**src/rtl/fetch_pkg.sv**
```systemverilog
// Shared types and constants for the instruction fetch queue.
package fetch_pkg;

    localparam logic [31:0] RESET_PC_DEFAULT = 32'hBFC00000;

    typedef struct packed {
        logic [31:0] pc;
        logic [31:0] ins;
        logic        filled;
        logic        adel;
    } fetch_entry_t;

    typedef logic [0:0] fetch_state_t;
    localparam fetch_state_t FETCH = 1'b0;
    localparam fetch_state_t HALT  = 1'b1;

endpackage

```
**src/rtl/fetch_slot_fifo.sv**
```systemverilog
// In-order slot queue: entries are reserved at tail, filled at the oldest unfilled slot and
// retired at head.
module fetch_slot_fifo
    import fetch_pkg::*;
#(
    parameter int unsigned DEPTH = 4
) (
    input  logic         clk,
    input  logic         resetn,
    input  logic         alloc_i,
    input  logic [31:0]  alloc_pc_i,
    input  logic         alloc_adel_i,
    input  logic         fill_i,
    input  logic [31:0]  fill_ins_i,
    input  logic         pop_i,
    input  logic         flush_i,
    output fetch_entry_t head_o,
    output logic         full_o,
    output logic         empty_o,
    output logic         head_filled_o
);

    localparam int unsigned PW = $clog2(DEPTH);

    fetch_entry_t   entries_q [DEPTH];
    logic [PW-1:0]  head_q;
    logic [PW-1:0]  fill_q;
    logic [PW-1:0]  tail_q;
    logic [PW:0]    count_q;
    logic           skip_fill;

    // A pre-filled (AdEL) slot must not become a fill target when nothing else is pending.
    assign skip_fill = alloc_i && alloc_adel_i && (fill_q == tail_q);

    always_ff @(posedge clk or negedge resetn) begin
        if (!resetn) begin
            for (int i = 0; i < DEPTH; i++) begin
                entries_q[i] <= '0;
            end
            head_q  <= '0;
            fill_q  <= '0;
            tail_q  <= '0;
            count_q <= '0;
        end else if (flush_i) begin
            head_q  <= '0;
            fill_q  <= '0;
            tail_q  <= '0;
            count_q <= '0;
        end else begin
            if (alloc_i) begin
                entries_q[tail_q] <= '{pc: alloc_pc_i, ins: 32'h0,
                                       filled: alloc_adel_i, adel: alloc_adel_i};
                tail_q <= tail_q + 1'b1;
            end
            if (fill_i) begin
                entries_q[fill_q].ins    <= fill_ins_i;
                entries_q[fill_q].filled <= 1'b1;
            end
            if (fill_i || skip_fill) begin
                fill_q <= fill_q + 1'b1;
            end
            if (pop_i) begin
                head_q <= head_q + 1'b1;
            end
            count_q <= count_q + {{PW{1'b0}}, alloc_i} - {{PW{1'b0}}, pop_i};
        end
    end

    assign head_o        = entries_q[head_q];
    assign empty_o       = (count_q == '0);
    assign full_o        = (count_q == (PW + 1)'(DEPTH));
    assign head_filled_o = !empty_o && head_o.filled;

endmodule

```
**src/rtl/inst_fetch_queue.sv**
```systemverilog
// Fetch PC generator and bus requester feeding the ID stage through an in-order slot queue;
// redirects flush the queue and drop responses still in flight.
module inst_fetch_queue
    import fetch_pkg::*;
#(
    parameter int unsigned DEPTH    = 4,
    parameter int unsigned MAX_OUT  = 2,
    parameter logic [31:0] RESET_PC = RESET_PC_DEFAULT
) (
    input  logic        clk,
    input  logic        resetn,
    output logic        inst_req,
    output logic [31:0] inst_addr,
    input  logic        inst_addr_ok,
    input  logic        inst_data_ok,
    input  logic [31:0] inst_rdata,
    input  logic        redirect,
    input  logic [31:0] redirect_pc,
    output logic        id_valid,
    output logic [31:0] id_ins,
    output logic [31:0] id_pc,
    output logic        id_adel,
    input  logic        id_ready
);

    localparam int unsigned CW = $clog2(MAX_OUT) + 1;

    logic [31:0]   fetch_pc_q, fetch_pc_d;
    fetch_state_t  state_q, state_d;
    logic [CW-1:0] outstanding_q, outstanding_d;
    logic [CW-1:0] discard_q, discard_d;

    fetch_entry_t  head;
    logic          fifo_full, fifo_empty, head_filled;
    logic [CW:0]   inflight;
    logic          can_req, alloc_req, alloc_adel, fill, drop, pop;

    always_comb begin
        inflight   = {1'b0, outstanding_q} + {1'b0, discard_q};
        can_req    = (state_q == FETCH) && !redirect && (fetch_pc_q[1:0] == 2'b00) &&
                     !fifo_full && (inflight < (CW + 1)'(MAX_OUT));
        alloc_req  = can_req && inst_addr_ok;
        alloc_adel = (state_q == FETCH) && !redirect && (fetch_pc_q[1:0] != 2'b00) &&
                     !fifo_full;
        fill       = inst_data_ok && (discard_q == '0) && !redirect;
        drop       = inst_data_ok && (discard_q != '0) && !redirect;
        pop        = id_valid && id_ready;
    end

    // Held reset keeps the bus request idle even though the request term is combinational.
    assign inst_req  = resetn && can_req;
    assign inst_addr = fetch_pc_q;

    always_comb begin
        fetch_pc_d    = fetch_pc_q;
        state_d       = state_q;
        outstanding_d = outstanding_q;
        discard_d     = discard_q;
        if (redirect) begin
            fetch_pc_d    = redirect_pc;
            state_d       = FETCH;
            outstanding_d = '0;
            // Everything in flight becomes discard; a word arriving now is already dropped.
            discard_d     = discard_q + outstanding_q - CW'(inst_data_ok);
        end else begin
            if (alloc_req) begin
                fetch_pc_d = fetch_pc_q + 32'd4;
            end
            if (alloc_adel) begin
                state_d = HALT;
            end
            outstanding_d = outstanding_q + CW'(alloc_req) - CW'(fill);
            discard_d     = discard_q - CW'(drop);
        end
    end

    always_ff @(posedge clk or negedge resetn) begin
        if (!resetn) begin
            fetch_pc_q    <= RESET_PC;
            state_q       <= FETCH;
            outstanding_q <= '0;
            discard_q     <= '0;
        end else begin
            fetch_pc_q    <= fetch_pc_d;
            state_q       <= state_d;
            outstanding_q <= outstanding_d;
            discard_q     <= discard_d;
        end
    end

    fetch_slot_fifo #(
        .DEPTH (DEPTH)
    ) u_slots (
        .clk           (clk),
        .resetn        (resetn),
        .alloc_i       (alloc_req || alloc_adel),
        .alloc_pc_i    (fetch_pc_q),
        .alloc_adel_i  (alloc_adel),
        .fill_i        (fill),
        .fill_ins_i    (inst_rdata),
        .pop_i         (pop),
        .flush_i       (redirect),
        .head_o        (head),
        .full_o        (fifo_full),
        .empty_o       (fifo_empty),
        .head_filled_o (head_filled)
    );

    assign id_valid = head_filled && !redirect;
    assign id_ins   = head.ins;
    assign id_pc    = head.pc;
    assign id_adel  = head.adel;

    a_data_in_flight: assert property (@(posedge clk) disable iff (!resetn)
        inst_data_ok |-> (outstanding_q != '0 || discard_q != '0));

    // A decoder asserting ready while a redirect masks id_valid is tolerated.
    a_ready_with_valid: assert property (@(posedge clk) disable iff (!resetn)
        (id_ready && !redirect) |-> id_valid);

endmodule

```
**config.mk**
```make
export PLATFORM = sky130hd
export DESIGN_NAME = inst_fetch_queue
export DESIGN_NICKNAME = d
export VERILOG_FILES = /design/src/rtl/fetch_pkg.sv /design/src/rtl/fetch_slot_fifo.sv /design/src/rtl/inst_fetch_queue.sv
export SDC_FILE = /design/constraint.sdc
export NUM_CORES = 1
export LEC_CHECK = 0
export ABC_AREA = 0
export CAP_MARGIN = 20
export CORE_ASPECT_RATIO = 1.5
export CORE_UTILIZATION = 56
export CTS_CLUSTER_SIZE = 12
export DETAILED_ROUTE_END_ITERATION = 10
export PLACE_DENSITY = 0.86
export SLEW_MARGIN = 20
export SYNTH_ARGS = -nofsm -noshare
export SYNTH_HDL_FRONTEND = slang
export SYNTH_HIERARCHICAL = 1
export SYNTH_SLANG_ARGS = --single-unit
```
**constraint.sdc**
```tcl
create_clock -name clk -period 4 [get_ports clk]
set_clock_uncertainty 0.2 [all_clocks]
set_input_delay 0.8 -clock clk [delete_from_list [all_inputs] [get_ports clk]]
set_output_delay 0.8 -clock clk [all_outputs]
set_load 0.1 [all_outputs]
```
==> impl_results.md <==
* Clk network pwr share at 21.5%
* CTS tree: done
* WP data required at 4.23 ns
* CP Class: reg -> reg
* Cell Area, Placed at 16200 sq um
* Layout cells sized above 1 at 30.1%
* TritonRoute pass-1 iters at 5
* GRT Total Usage at 26.8%
* RSZ-0062 raised after global routing: false
* Syn_nets at 1126
* Switch share at 42.0%
* Area Overhead vs Synth at 18.9%
* Comb pwr share at 41.7%
* Seq/Total Area, Yosys at 53.9%
* TritonCTS sink count at 310
* Final hold vios at 0
* VDD IR max at 498 uV
* CTS buffer count at 31
* Later-pin clock latency in the skew report at 0.55 ns
* Max-slew violations at 0
* DRC at 0
* Ports at 169
* Sequential power share at 36.7%
* Worst-margin pin slew at 0.973 ns
* Setup bufs post-CTS at 0
* R2R cell count at 9
* Power density over the cells at 725 nW/um^2
* WL final at 34.4 mm
* Worst-path cell chain: and2_1 > fa_1 > nor4_2 > and4b_1 > inv_2 > nand2_1 > buf_4 > nand3b_4 > mux2_1
* Post-DR vias/cell at 6.33
* Fill cell count at 1740
* Post-synthesis register bit count at 310
* Die extent in x at 133 microns
* Die height at 199 microns
* Drt wl/cell at 22.3 microns
* Largest net degree at the start of global routing at 158
* Final Power at 12.4 mW
* Global placer's final weighted congestion at 0.777
* CP Capture Type: flip-flop
* Critical path arrival at 3.85 ns
* DRT iter0 DRCs at 562
* Starting density of the core at 57.2%
* Total global routing overflow at 0
* Pleak at 7.63 nW
* Std-Cell Rows at 71
* Tcrit/Tclk final at 90.6%
* Internal at 7.21 mW
* Final setup vio count at 0
* Cell Area, Synth at 14400 sq um
* Nets at 1282
* Switch Pwr at 5.21 mW
* Fmax at 0.276 GHz
* Via Count at 9749
* Final design area excluding fillers at 17100 sq um
* Vias in the first global route at 10600
* Final cell utilization of the core at 67.9%
* Initial antenna violation count at 0
* Antenna Nets Post-Route at 0
* Number of diodes at 0
* Minimum clock period at 3.62 ns
* Syn Inst Count at 1033
* Global-route wire length before repair at 55.8 mm
* Die footprint at 26400 sq um
* Max clock buf depth at 3
* Syn_area_per_cell at 14.0 sq um
* Worst path max stage delay at 0.51 ns
* Htree depth at 1
* CP max FO at 34
* Max-Slew Margin vs Limit at 35.0%
* HPWL Detailed at 20.7 mm
* CTS Root Cell: clkbuf_16
* Crit path launch type: flip-flop
* Status: finished clean
* Max Cap Viol at 0
* Unique masters post-synth at 54
* Synthesis Warnings at 6
* Setup tns final at 0 ns
* Clock Pin Slew Worst Setup and Hold Paths at 0.06 ns
* Slowest CP cell: mux2_1
* Hold Crit Depth at 1
* Core ar. at 25200 sq um
* Worst Hold Class: reg -> reg
* Buffers on Ports at 168
-- cell usage after synthesis (all sizes together) --
cell | instances | share of area (%)
dfrtp | 301 | 52
mux2 | 134 | 10
o2bb2ai | 128 | 7.8
mux4 | 66 | 10
buf | 47 | 2.1
nand2 | 47 | 1.2
nand2b | 35 | 1.5
nand3 | 25 | 1.0
o21ai | 25 | 0.87
clkbuf | 24 | 0.62
nor2 | 24 | 0.62
ha | 21 | 1.8
inv | 18 | 0.47
o211ai | 12 | 0.62
nand4 | 10 | 0.54
xor2 | 10 | 0.61
and3 | 9 | 0.39
dfstp | 9 | 1.6
mux2i | 8 | 0.56
nand3b | 8 | 0.64
nor3 | 8 | 0.31
xnor2 | 7 | 0.43
a21o | 6 | 0.31
a31oi | 6 | 0.26
a21oi | 5 | 0.17
and2 | 5 | 0.22
nor2b | 5 | 0.22
nor4 | 5 | 0.47
o311ai | 5 | 0.30
or3 | 4 | 0.17
a221o | 3 | 0.21
a211o | 2 | 0.12
a22oi | 2 | 0.10
fa | 2 | 0.28
nor3b | 2 | 0.10
a311o | 1 | 0.069
a32oi | 1 | 0.061
and4b | 1 | 0.069
nand4b | 1 | 0.061
o31a | 1 | 0.061
-- repair_timing --
item | CTS | global route
hold endpoints to repair | 21 | 0
hold buffers | 1 | 0
setup endpoints to repair | 0 | 0
gates resized for setup | 0 | 0
-- stage by stage --
step	std cells	setup WS (ns)	hold WS [ns]
finish	1539	0.377	0.282
global route	1539	0.256	0.293
CTS	1539	0.380	0.287
detailed placement	1483	0.293	0.268
global placement	1483	0.381	0.266
floorplan	1033	0.560	0.251
-- cell families (layout without fill, tap and decap cells) --
| family | Yosys count | in the layout | share of synthesized area [%] |
|---|---|---|---|
| muxes | 208 | 208 | 21.3 |
| AOI/OAI and AO/OA | 197 | 197 | 10.9 |
| adders and majority gates | 23 | 23 | 2.10 |
| and+or+nand+nor | 189 | 189 | 7.58 |
| DFF | 310 | 310 | 53.9 |
| buffers and inverters | 89 | 267 | 3.16 |
| xor gates and xnor gates | 17 | 17 | 1.03 |
-- cell type report --
cell class	count	area, sq um	share of cell area (%)
sequential	310	7780	45.4
inverter	18	67.6	0.394
timing repair buffer	194	1760	10.3
multi-input combinational	634	6200	36.2
clock inverter	3	21.3	0.124
tap	328	410	2.39
clock buffer	52	905	5.28
-- power groups by stage --
stage	clock network (mW)	logic [mW]	registers, mW
after floorplan	0	3.97	4.65
after global placement	0	5.09	4.53
after detailed placement	0	5.19	4.59
after CTS	2.74	5.21	4.55
after global routing	2.87	5.40	4.66
final	2.67	5.19	4.56
-- cells in the final DEF, fill, tap and decap left out, drive strengths merged, types with 9 or more instances in the layout --
cell type      instances
o21ai                 25
dfstp                  9
nand2b                35
and3                   9
ha                    21
dfrtp                301
nand4                 10
mux2                 134
o211ai                12
clkdlybuf4s50         91
nor2                  24
buf                  102
nand3                 25
clkbuf                52
nand2                 47
xor2                  10
mux4                  66
inv                   19
o2bb2ai              128
-- path summary, 6_finish.rpt --
kind	from	to	slack (ns)
max in group asynchronous	resetn	u_slots/head_q[0]	1.53
min in group asynchronous	resetn	async pin	0.47
hold reg to reg	u_slots/entries_q[72]	u_slots/entries_q[72]	0.28
setup reg to reg	outstanding_q[0]	flip-flop	0.38
hold / removal	u_slots/entries_q[72]	u_slots/entries_q[72]	0.28
setup / recovery	outstanding_q[0]	flip-flop	0.38
-- critical path, delay by kind of cell, from the launching register on --
kind                       cells  cell delay (ns)
buffers and inverters          2             0.36
and+or+nand+nor                5             1.57
DFF                            1             0.40
adders and majority gates      1             0.46
muxes                          1             0.51
-- per-layer routing --
| metal | vias up | track usage (%) | share of wire (%) |
|---|---|---|---|
| met5 | - | 0 | 0 |
| li1 | 4221 | - | - |
| met1 | 5083 | 33.5 | 39 |
| met2 | 373 | 47.5 | 52 |
| met4 | 0 | 8.94 | 2.5 |
| met3 | 72 | 4.28 | 6.2 |
No activity file was read; power rests on OpenSTA's default activity.
